--- config.mk ---
export PLATFORM = sky130hd
export DESIGN_NAME = uart_load_ctrl
export DESIGN_NICKNAME = d
export VERILOG_FILES = /design/src/rtl/uart_load_ctrl.sv
export SDC_FILE = /design/constraint.sdc
export NUM_CORES = 1
export LEC_CHECK = 0
export ABC_CLOCK_PERIOD_IN_PS = 2700
export BUFFER_PORTS_ARGS = -buffer_cell sky130_fd_sc_hd__buf_4
export CAP_MARGIN = 20
export CORE_MARGIN = 2
export CORE_UTILIZATION = 50
export CTS_CLUSTER_SIZE = 16
export DETAILED_ROUTE_END_ITERATION = 16
export PLACE_DENSITY_LB_ADDON = 0.3
export REMOVE_ABC_BUFFERS = 1
export SYNTH_ARGS = -nofsm -noshare
export SYNTH_HDL_FRONTEND = slang
export SYNTH_SLANG_ARGS = --single-unit
export TNS_END_PERCENT = 1
--- constraint.sdc ---
create_clock -name clk -period 2.7 [get_ports clk]
set_input_delay 0.27 -clock clk [delete_from_list [all_inputs] [get_ports clk]]
set_output_delay 0.27 -clock clk [all_outputs]
set_load 0.005 [all_outputs]
--- src/rtl/uart_load_ctrl.sv ---
// rtl/uart_load_ctrl.sv - UART frame loader: sync/address/length/payload/checksum into data memory
//
// Ports:
//   clk        system clock
//   rst        synchronous reset, active-high
//   load_en    arms frame detection in IDLE; a frame already started ignores it
//   rx_valid   one-cycle byte strobe from the UART receiver
//   rx_data    received byte, qualified by rx_valid
//   mem_we     memory write strobe, one cycle per payload byte
//   mem_addr   memory write address (wraps modulo 2^ADDR_W)
//   mem_wdata  memory write data
//   busy       high whenever a frame is in progress
//   done       one-cycle pulse: frame finished with matching checksum
//   err        one-cycle pulse: checksum mismatch or inter-byte timeout
//   err_code   cause of the last err pulse (1=checksum, 2=timeout)

module uart_load_ctrl #(
    parameter int         ADDR_W      = 16,
    parameter logic [7:0] SYNC_BYTE   = 8'hA5,
    parameter int         TIMEOUT_CYC = 5000000
) (
    input  logic              clk,
    input  logic              rst,
    input  logic              load_en,
    input  logic              rx_valid,
    input  logic [7:0]        rx_data,
    output logic              mem_we,
    output logic [ADDR_W-1:0] mem_addr,
    output logic [7:0]        mem_wdata,
    output logic              busy,
    output logic              done,
    output logic              err,
    output logic [1:0]        err_code
);

    localparam int CNT_W = $clog2(TIMEOUT_CYC + 1);

    typedef enum logic [2:0] {
        IDLE,
        ADDR_H,
        ADDR_L,
        LEN_H,
        LEN_L,
        DATA,
        CHK
    } stateType;

    stateType          state;
    stateType          stateNext;

    logic [7:0]        addrHi;
    logic [ADDR_W-1:0] baseAddr;
    logic [7:0]        lenHi;
    logic [15:0]       length;
    logic [15:0]       index;
    logic [7:0]        checksum;
    logic [CNT_W-1:0]  gapCnt;

    logic              syncHit;
    logic              lastByte;
    logic              timeoutHit;

    assign busy = (state != IDLE);

    // ------------------------------------------------------------------
    // Next-state logic
    // ------------------------------------------------------------------
    always_comb begin
        stateNext  = state;
        syncHit    = rx_valid && load_en && (rx_data == SYNC_BYTE);
        lastByte   = ((index + 16'd1) == length);
        // A byte arriving on the expiry cycle takes priority, so the
        // timeout only fires on a cycle without rx_valid.
        timeoutHit = (state != IDLE) && !rx_valid &&
                     (gapCnt == CNT_W'(TIMEOUT_CYC - 1));

        case (state)
            IDLE: begin
                if (syncHit) begin
                    stateNext = ADDR_H;
                end
            end
            ADDR_H: begin
                if (rx_valid) begin
                    stateNext = ADDR_L;
                end
            end
            ADDR_L: begin
                if (rx_valid) begin
                    stateNext = LEN_H;
                end
            end
            LEN_H: begin
                if (rx_valid) begin
                    stateNext = LEN_L;
                end
            end
            LEN_L: begin
                if (rx_valid) begin
                    stateNext = ({lenHi, rx_data} == 16'd0) ? CHK : DATA;
                end
            end
            DATA: begin
                if (rx_valid && lastByte) begin
                    stateNext = CHK;
                end
            end
            CHK: begin
                if (rx_valid) begin
                    stateNext = IDLE;
                end
            end
            default: begin
                stateNext = IDLE;
            end
        endcase

        if (timeoutHit) begin
            stateNext = IDLE;
        end
    end

    // ------------------------------------------------------------------
    // State register
    // ------------------------------------------------------------------
    always_ff @(posedge clk) begin
        if (rst) begin
            state <= IDLE;
        end else begin
            state <= stateNext;
        end
    end

    // ------------------------------------------------------------------
    // Datapath: header capture, memory writes, checksum, status pulses
    // ------------------------------------------------------------------
    always_ff @(posedge clk) begin
        if (rst) begin
            mem_we    <= 1'b0;
            mem_addr  <= '0;
            mem_wdata <= 8'd0;
            done      <= 1'b0;
            err       <= 1'b0;
            err_code  <= 2'd0;
            addrHi    <= 8'd0;
            baseAddr  <= '0;
            lenHi     <= 8'd0;
            length    <= 16'd0;
            index     <= 16'd0;
            checksum  <= 8'd0;
            gapCnt    <= '0;
        end else begin
            mem_we <= 1'b0;
            done   <= 1'b0;
            err    <= 1'b0;

            // Inter-byte gap counter: idle in IDLE, restarted by every byte.
            if (state == IDLE || rx_valid || timeoutHit) begin
                gapCnt <= '0;
            end else begin
                gapCnt <= gapCnt + CNT_W'(1);
            end

            if (rx_valid) begin
                case (state)
                    IDLE: begin
                        if (syncHit) begin
                            checksum <= 8'd0;
                            index    <= 16'd0;
                        end
                    end
                    ADDR_H: begin
                        addrHi <= rx_data;
                    end
                    ADDR_L: begin
                        // Concatenation is 16 bits; the cast drops the upper
                        // bits for narrow memories.
                        baseAddr <= ADDR_W'({addrHi, rx_data});
                    end
                    LEN_H: begin
                        lenHi <= rx_data;
                    end
                    LEN_L: begin
                        length <= {lenHi, rx_data};
                        index  <= 16'd0;
                    end
                    DATA: begin
                        mem_we    <= 1'b1;
                        mem_wdata <= rx_data;
                        mem_addr  <= baseAddr + ADDR_W'(index);
                        checksum  <= checksum + rx_data;
                        index     <= index + 16'd1;
                    end
                    CHK: begin
                        if (rx_data == checksum) begin
                            done <= 1'b1;
                        end else begin
                            err      <= 1'b1;
                            err_code <= 2'd1;
                        end
                    end
                    default: begin
                    end
                endcase
            end

            if (timeoutHit) begin
                err      <= 1'b1;
                err_code <= 2'd2;
            end
        end
    end

endmodule

Word level (Yosys, flattened, before mapping)
Cells that the tools add are included.
{"block": "totals", "ff_bits": 127, "input_bits": 12, "output_inout_bits": 30, "elab_cells": 92}
{"block": "op_classes", "add_sub_neg": 4, "eq_ne": 18, "mux": 23, "bitwise": 3, "n_reduce_logical": 29}
{"cell": "16-bit case mux with 3 select lines", "n": 1}
{"cell": "23-bit by 1-bit adder with 23-bit output, second input constant", "n": 1}
{"cell": "23-bit == test, second input constant", "n": 1}
{"cell": "3-bit two-way mux", "n": 7}
{"cell": "3-bit case mux with 7 select lines", "n": 1}
{"cell": "16-bit by 1-bit adder with 16-bit output, second input constant", "n": 1}
{"cell": "16-bit adder", "n": 1}
{"cell": "16-bit == test", "n": 1}
{"cell": "16-bit zero test", "n": 1}
{"cell": "16-bit two-way mux", "n": 1}
{"cell": "2-bit inequality test, second input constant", "n": 8}
{"cell": "8-bit case mux with 2 select lines", "n": 1}
{"cell": "3-bit AND reduction", "n": 4}
{"cell": "2-bit two-way mux", "n": 5}
{"cell": "2-bit AND reduction", "n": 5}
{"cell": "3-bit == test, second input constant", "n": 3}
{"cell": "8-bit adder", "n": 1}
{"cell": "8-bit == test", "n": 1}
{"cell": "8-bit == test, second input constant", "n": 1}
{"cell": "8-bit two-way mux", "n": 1}
{"cell": "7-bit AND reduction", "n": 1}
{"cell": "3-bit by 2-bit == test with 1-bit output, second input constant", "n": 2}
{"cell": "1-bit two-way mux", "n": 6}
{"cell": "2-bit nonzero test", "n": 3}
{"cell": "9 further kinds", "n": 19}

Logic depth before layout (Yosys ltp)
Gate-level depths: netlist of run 1.
{"block": "logic_depth", "depth_word": 5, "ltp_mapped": 10, "mapped_depth_nobuf": 10}

Least setup slack after synthesis of run 1
Ideal clock, no wire load.
{"block": "synth_timing", "kind": "flip-flop to flip-flop", "from": "reg index[0]", "to": "reg mem_addr[12]", "setup_time_ns": 0.086, "arrival_ns": 2.199, "required_ns": 2.614, "path_slack_ns": 0.416, "path_stages_with_launch": 11, "n_path_buf": 0, "synth_period_minus_slack_ns": 2.284, "path_cell_list": "dfxtp_1 ha_1 inv_1 fa_1 nor2b_1 o31a_1 o211ai_1 a21oi_1 o311ai_0 xor2_1 a211oi_1"}
{"block": "synth_via", "elab_chain_cells": 1}
{"element": "start, declared", "line": "55", "source": "logic [15:0] index;"}
{"element": "start signal, assigned", "line": "192", "source": "index <= index + 16'd1;"}
{"element": "16-bit adder", "line": "190", "source": "mem_addr <= baseAddr + ADDR_W'(index);"}
{"element": "end signal, assigned", "line": "190"}
{"element": "end, declared", "line": "28", "source": "output logic [ADDR_W-1:0] mem_addr,"}
Every way passes these cells.
A chain may end at the register's enable or synchronous reset.

Final worst setup path of run 1
{"block": "layout_timing", "from": "reg index[0]", "to": "reg state[1]"}
{"block": "layout_via", "elab_chain_cells": 5}
{"element": "16-bit by 1-bit adder with 16-bit output", "line": "71", "source": "lastByte = ((index + 16'd1) == length);"}
{"element": "16-bit == test", "line": "71"}
{"element": "1-bit logical AND", "line": "104", "source": "if (rx_valid && lastByte) begin"}
{"element": "2-bit inequality test (no line)"}
{"element": "7-bit AND reduction (no line)"}
{"element": "end signal, assigned", "line": "130", "source": "state <= stateNext;"}
{"element": "end, declared", "line": "48", "source": "stateType state;"}
Every way passes these cells.

==> flow_summary.json, run 1 <==
{
  "grt_use_total_pct": 24.86,
  "status": "complete, no violations",
  "comb_power_share_pct": 2.1,
  "synth-async-reset-ratio_pct": 0,
  "postSynthRegisterBits": 127,
  "syn-cell-area_um2": 6387,
  "hold_viol_final": 0,
  "synth_most_common_cell": "nand2_1",
  "crit_type": "register to register",
  "synth-warning-count": 0,
  "critPathMaxStageDelay_ns": 0.56,
  "rows": 41,
  "total_power_mw": 4.362,
  "power_frac_seq_pct": 43.0,
  "setup_viol": 0,
  "r2r_slack_ns": 0.25,
  "crit_start": "index[0]$_SDFFE_PP0P_",
  "r2r_end": "state[1]$_SDFFE_PP0P_",
  "numPortBuffers": 41,
  "synth_area_leader_cell": "dfxtp_1",
  "hold_buffers": 0,
  "cts_setup_buffers": 0,
  "ir_drop_v": 0.0005282,
  "initial_utilization_pct": 50.82,
  "min_path_cells": 3,
  "reg2regPathDepth": 9,
  "place_ws_ns": 0.2478,
  "relSlewSlack_pct": 51.51,
  "hold_start": "rx_data[0]",
  "synth_seq_area_share_pct": 39.80,
  "finalMaxSlewViolations": 0,
  "grt_max_degree": 48,
  "synth_top_area_share_pct": 39.80,
  "synthTopCellsByCount": "nand2_1 (159), dfxtp_1 (127), a21oi_1 (99)",
  "worstSetupStartpointType": "register",
  "post-route-period-util_pct": 90.75,
  "via_count": 5745,
  "clock_skew_ns": 0.008862,
  "cap_violations": 0,
  "r2r-start": "index[0]$_SDFFE_PP0P_",
  "synth.area.top_cells": "dfxtp_1 (40%), nand2_1 (9.3%), a21oi_1 (7.8%)",
  "cp.depth": 9,
  "finalSetupTns_ns": 0,
  "routed_wirelength_um": 15870,
  "drt_iter0_markers": 406,
  "clk_pin_slew_worst_paths_ns": 0.05,
  "ctsLongestPathBuffers": 2,
  "path_delay_family": "simple AND/OR/NAND/NOR gates",
  "dpl.hpwl_um": 10980,
  "post_cts_resized": 0,
  "synth_area_per_cell_um2": 7.857,
  "clkPwrFrac_pct": 54.9,
  "dr.pass1.iters": 5,
  "leakage_nw": 2.790,
  "synth_edf_count": 0,
  "hold_path_class": "input pin to register",
  "gp_routability_congestion": 0.9346,
  "post_drt_via_cell_ratio": 5.578,
  "antenna_found_initial": 0,
  "power_switching_mw": 0.8917,
  "cp.buffers_inverters": 1,
  "cts.sinks": 127,
  "synth_ff_type": "dfxtp_1",
  "clock.fmax_mhz": 408.1,
  "wire_per_inst_um": 15.41,
  "rsz0062_at_grt": "false",
  "p_int_mw": 3.470,
  "worstPathMaxFanout": 6,
  "postRouteAntennaNets": 0,
  "grt_first_pass_wirelength_um": 26520,
  "p_sw_share_pct": 20.44,
  "pin_count": 42,
  "clock_latency_ns": 0.42,
  "path_cells": "buf_4, ha_1, nand4_1, or4_4, xnor2_1, nand3_1, nor4b_2, a41o_1, o21a_1",
  "drive_above_1_share_pct": 12.00,
  "tightestPinTransition_ns": 0.7274,
  "fin_ws_ns": 0.2498,
  "grt_overflow_total": 0,
  "tritoncts": "yes",
  "drc": 0,
  "synth.distinct_cells": 57,
  "end_kind": "register",
  "nets": 883,
  "cts-buffers-inserted": 17,
  "min_to": "length[0]$_SDFFE_PP0P_",
  "core_area_um2": 12570,
  "crit_slowest_cell": "or4_4",
  "finalCriticalPeriod_ns": 2.450,
  "crit_required_ns": 3.07,
  "root_buffer": "clkbuf_16",
  "die_x_um": 117.0,
  "cp_data_arrival_time_ns": 2.82,
  "p_per_area_nw_per_um2": 582.5,
  "die_y_um": 117.0,
  "htree_levels": 4,
  "dieArea_um2": 13690,
  "grt_pass1_vias": 5500,
  "n_antenna_cell": 0,
  "area_growth_pct": 17.24,
  "synthCells": 813,
  "whs_ns": 0.1786
}
## kinds of logic after synthesis
kind of cell             synth area share (%)
AND/OR/NAND/NOR                         25.92
multiplexers                           0.3134
AO/OA/AOI/OAI                           16.30
buffers and inverters                   3.722
flip-flops                              39.80
XOR/XNOR                                8.619
adder cells (fa/ha/maj)                 5.328
## worst max-delay path by stage
stage	endpoint
5_1_grt	mem_addr[12]$_SDFFE_PP0P_
2_1_floorplan	mem_addr[12]$_SDFFE_PP0P_
6_report	state[1]$_SDFFE_PP0P_
3_3_place_gp	mem_addr[12]$_SDFFE_PP0P_
3_5_place_dp	state[1]$_SDFFE_PP0P_
4_1_cts	state[1]$_SDFFE_PP0P_
## registers in the layout, summed over array words and instances (netlist names), 2 cells and up
name,count
addrHi,8
baseAddr,16
checksum,8
err_code,2
gapCnt,23
index,16
lenHi,8
length,16
mem_addr,16
mem_wdata,8
state,3
## cell type report
class,instances,area [um2]
Fill cell,1125,5080
Timing Repair Buffer,58,439.2
Clock inverter,9,130.1
Clock buffer,23,498.0
Sequential cell,127,2542
Tap cell,172,215.2
Multi-Input combinational cell,626,3607
Inverter,15,56.30
## power groups by stage
stage / clock network [mW] / registers, mW / logic, mW
6_report: 2.39 / 1.88 / 0.0926
4_1_cts: 2.43 / 1.88 / 0.0915
3_3_place_gp: 0 / 1.92 / 0.0907
3_5_place_dp: 0 / 1.92 / 0.0913
2_1_floorplan: 0 / 1.92 / 0.0223
5_1_grt: 2.52 / 1.87 / 0.0989
## worst reg2reg max path, delay by kind of cell (launching register included)
family | cells | cell delay, ns
adders and majority gates | 1 | 0.27
and+or+nand+nor | 4 | 1.12
buffers and inverters | 1 | 0.14
AOI/OAI and AO/OA | 2 | 0.37
DFF | 1 | 0.33
xor gates and xnor gates | 1 | 0.16
## through the flow
step	util [%]	std cells	instance area [um2]
CTS	59.58	1030	7488
detailed placement	54.58	998	6860
floorplan	-	768	6206
global route	59.58	1030	7488
global placement	54.49	997	6849
finish	59.58	1030	7488
## layout by cell type (no fill, tap or decap), drive strengths merged, types with 10 or more instances in the layout
cell type / netlist / final
o21ai: 25 / 25
nand3: 23 / 23
dfxtp: 127 / 127
buf: 12 / 58
nor3: 30 / 30
inv: 15 / 15
xnor2: 43 / 43
a21o: 17 / 17
nand2: 159 / 159
xor2: 19 / 19
a21oi: 99 / 99
ha: 24 / 24
nor2: 82 / 82
clkbuf: 33 / 23
nand4: 10 / 10
## per-layer routing
| layer | share of wire (%) | track usage, % | up-vias |
|---|---|---|---|
| li1 | - | - | 2852 |
| met1 | 44 | 32.10 | 2683 |
| met2 | 47 | 40.96 | 185 |
| met3 | 6.7 | 5.767 | 25 |
| met4 | 1.9 | 8.784 | 0 |
| met5 | 0 | 0 | - |
Power figures use the tool's default switching activity.
==> run 2, diff against run 1 <==
Settings changed: CORE_ASPECT_RATIO set to 0.6.
==> run 2 against run 1 <==
Compared with the run above:
- wire length is 4.7% higher
- combinational power is 11% higher
- clock skew is 0.0035 ns lower
- die area is 0.22% higher
- maximum frequency is 4.4% lower
- core utilization is 1.8 points higher
- largest cell class unchanged
==> flow_summary.json, run 2 (synthesized netlist as in run 1, its figures left out) <==
{
  "clock.fmax_mhz": 390.0,
  "largest_reg_flops": 23,
  "clk_pin_slew_worst_paths_ns": 0.06,
  "initial_utilization_pct": 52.11,
  "hold_buffers": 0,
  "hold_path_class": "input pin to register",
  "ctsLongestPathBuffers": 2,
  "grt_overflow_total": 0,
  "setup_viol": 0,
  "drt_iter0_markers": 505,
  "via_count": 5878,
  "grt_max_degree": 59,
  "crit_required_ns": 3.06,
  "cap_violations": 0,
  "post-route-period-util_pct": 94.97,
  "top_register": "gapCnt",
  "tightestPinTransition_ns": 0.8824,
  "finalSetupTns_ns": 0,
  "regArea_um2": 2542,
  "finalMaxSlewViolations": 0,
  "rsz0062_at_grt": "false",
  "hold_viol_final": 0,
  "rows": 31,
  "clock_skew_ns": 0.005393,
  "layout_common_cells": "nand2_1 (159), dfxtp_1 (127), a21oi_1 (98)",
  "root_buffer": "clkbuf_16",
  "place_area_um2": 6900,
  "drive_above_1_share_pct": 12.95,
  "whs_ns": 0.1912,
  "pin_count": 42,
  "antenna_found_initial": 0,
  "numPortBuffers": 41,
  "p_per_area_nw_per_um2": 575.1,
  "finalCriticalPeriod_ns": 2.564,
  "grt_first_pass_wirelength_um": 27250,
  "wire_per_inst_um": 16.13,
  "ir_drop_v": 0.0004445,
  "gp_routability_congestion": 0.9202,
  "worstPathMaxFanout": 6,
  "clock_latency_ns": 0.41,
  "grt_pass1_vias": 5524,
  "dieArea_um2": 13720,
  "tritoncts": "yes",
  "cp_data_arrival_time_ns": 2.92,
  "total_power_mw": 4.324,
  "drc": 0,
  "finalInstanceArea_um2": 7518,
  "grt_use_total_pct": 25.40,
  "dr.pass1.iters": 6,
  "leakage_nw": 2.828,
  "multi_input_area_um2": 3611,
  "core_area_um2": 12260,
  "worstSetupStartpointType": "register",
  "post_drt_via_cell_ratio": 5.707,
  "area_growth_pct": 17.71,
  "htree_levels": 4,
  "die_x_um": 149.9,
  "status": "complete, no violations",
  "final_util_pct": 61.34,
  "n_antenna_cell": 0,
  "end_kind": "register",
  "postRouteAntennaNets": 0,
  "cts-buffers-inserted": 17,
  "dpl.hpwl_um": 11770,
  "cts.sinks": 127,
  "die_y_um": 91.55,
  "fillCellCount": 1099,
  "crit_type": "register to register",
  "nets": 890,
  "mostFrequentLayoutCell": "nand2_1",
  "routed_wirelength_um": 16610,
  "relSlewSlack_pct": 40.78
}
[run 2: layout make-up]
type / instances / share of cell area, %
Multi-Input combinational cell: 626 / 48.03
Timing Repair Buffer: 65 / 6.490
Clock inverter: 13 / 2.147
Sequential cell: 127 / 33.82
Clock buffer: 19 / 6.024
Inverter: 15 / 0.7489
Tap cell: 165 / 2.746
[run 2: worst max-delay path, cell delays in order, from the launching register on]
cell and delay (ns):
dfxtp_1 0.43, ha_1 0.31, nand4_1 0.25, or4_4 0.60
xnor2_1 0.20, nand3_1 0.11, nor4b_2 0.27, a41o_1 0.24
o21a_1 0.11
[run 2: stage by stage]
stage / std cells / setup WS [ns]
3_3_place_gp: 997 / 0.04064
2_1_floorplan: 768 / 0.4156
5_1_grt: 1030 / 0.0006679
6_report: 1030 / 0.1359
3_5_place_dp: 998 / 0.08761
4_1_cts: 1030 / 0.1622
[run 2: repair_timing]
| action | 4_1_cts | 5_1_grt |
|---|---|---|
| gates resized for setup | 0 | 1 |
| setup buffers | 0 | 0 |
| endpoints found under the hold margin | 0 | 0 |
| endpoints found under the setup margin | 0 | 1 |
[run 2: worst paths after layout]
kind                                             from                endpoint  slack [ns]  depth (start not counted)
worst min-delay path                       rx_data[0]  length[0]$_SDFFE_PP0P_        0.19                          3
worst max-delay path            index[1]$_SDFFE_PP0P_   state[1]$_SDFFE_PP0P_        0.14                          8
worst min register to register   gapCnt[0]$_SDFF_PP0_    gapCnt[0]$_SDFF_PP0_        0.45                          1
worst max register to register  index[1]$_SDFFE_PP0P_   state[1]$_SDFFE_PP0P_        0.14                          8
[run 2: per-layer routing]
metal	share of wire, %	GRT usage (%)	vias to the layer above
li1	-	-	2885
met1	48	35.50	2760
met2	43	37.25	209
met3	8.5	7.688	24
met4	1.3	8.255	0
met5	0	0	-
[run 2: power by group]
| part | switching (mW) | internal, mW |
|---|---|---|
| sequential | 0.000462 | 1.87 |
| combinational | 0.0720 | 0.0311 |
| clock | 0.844 | 1.50 |
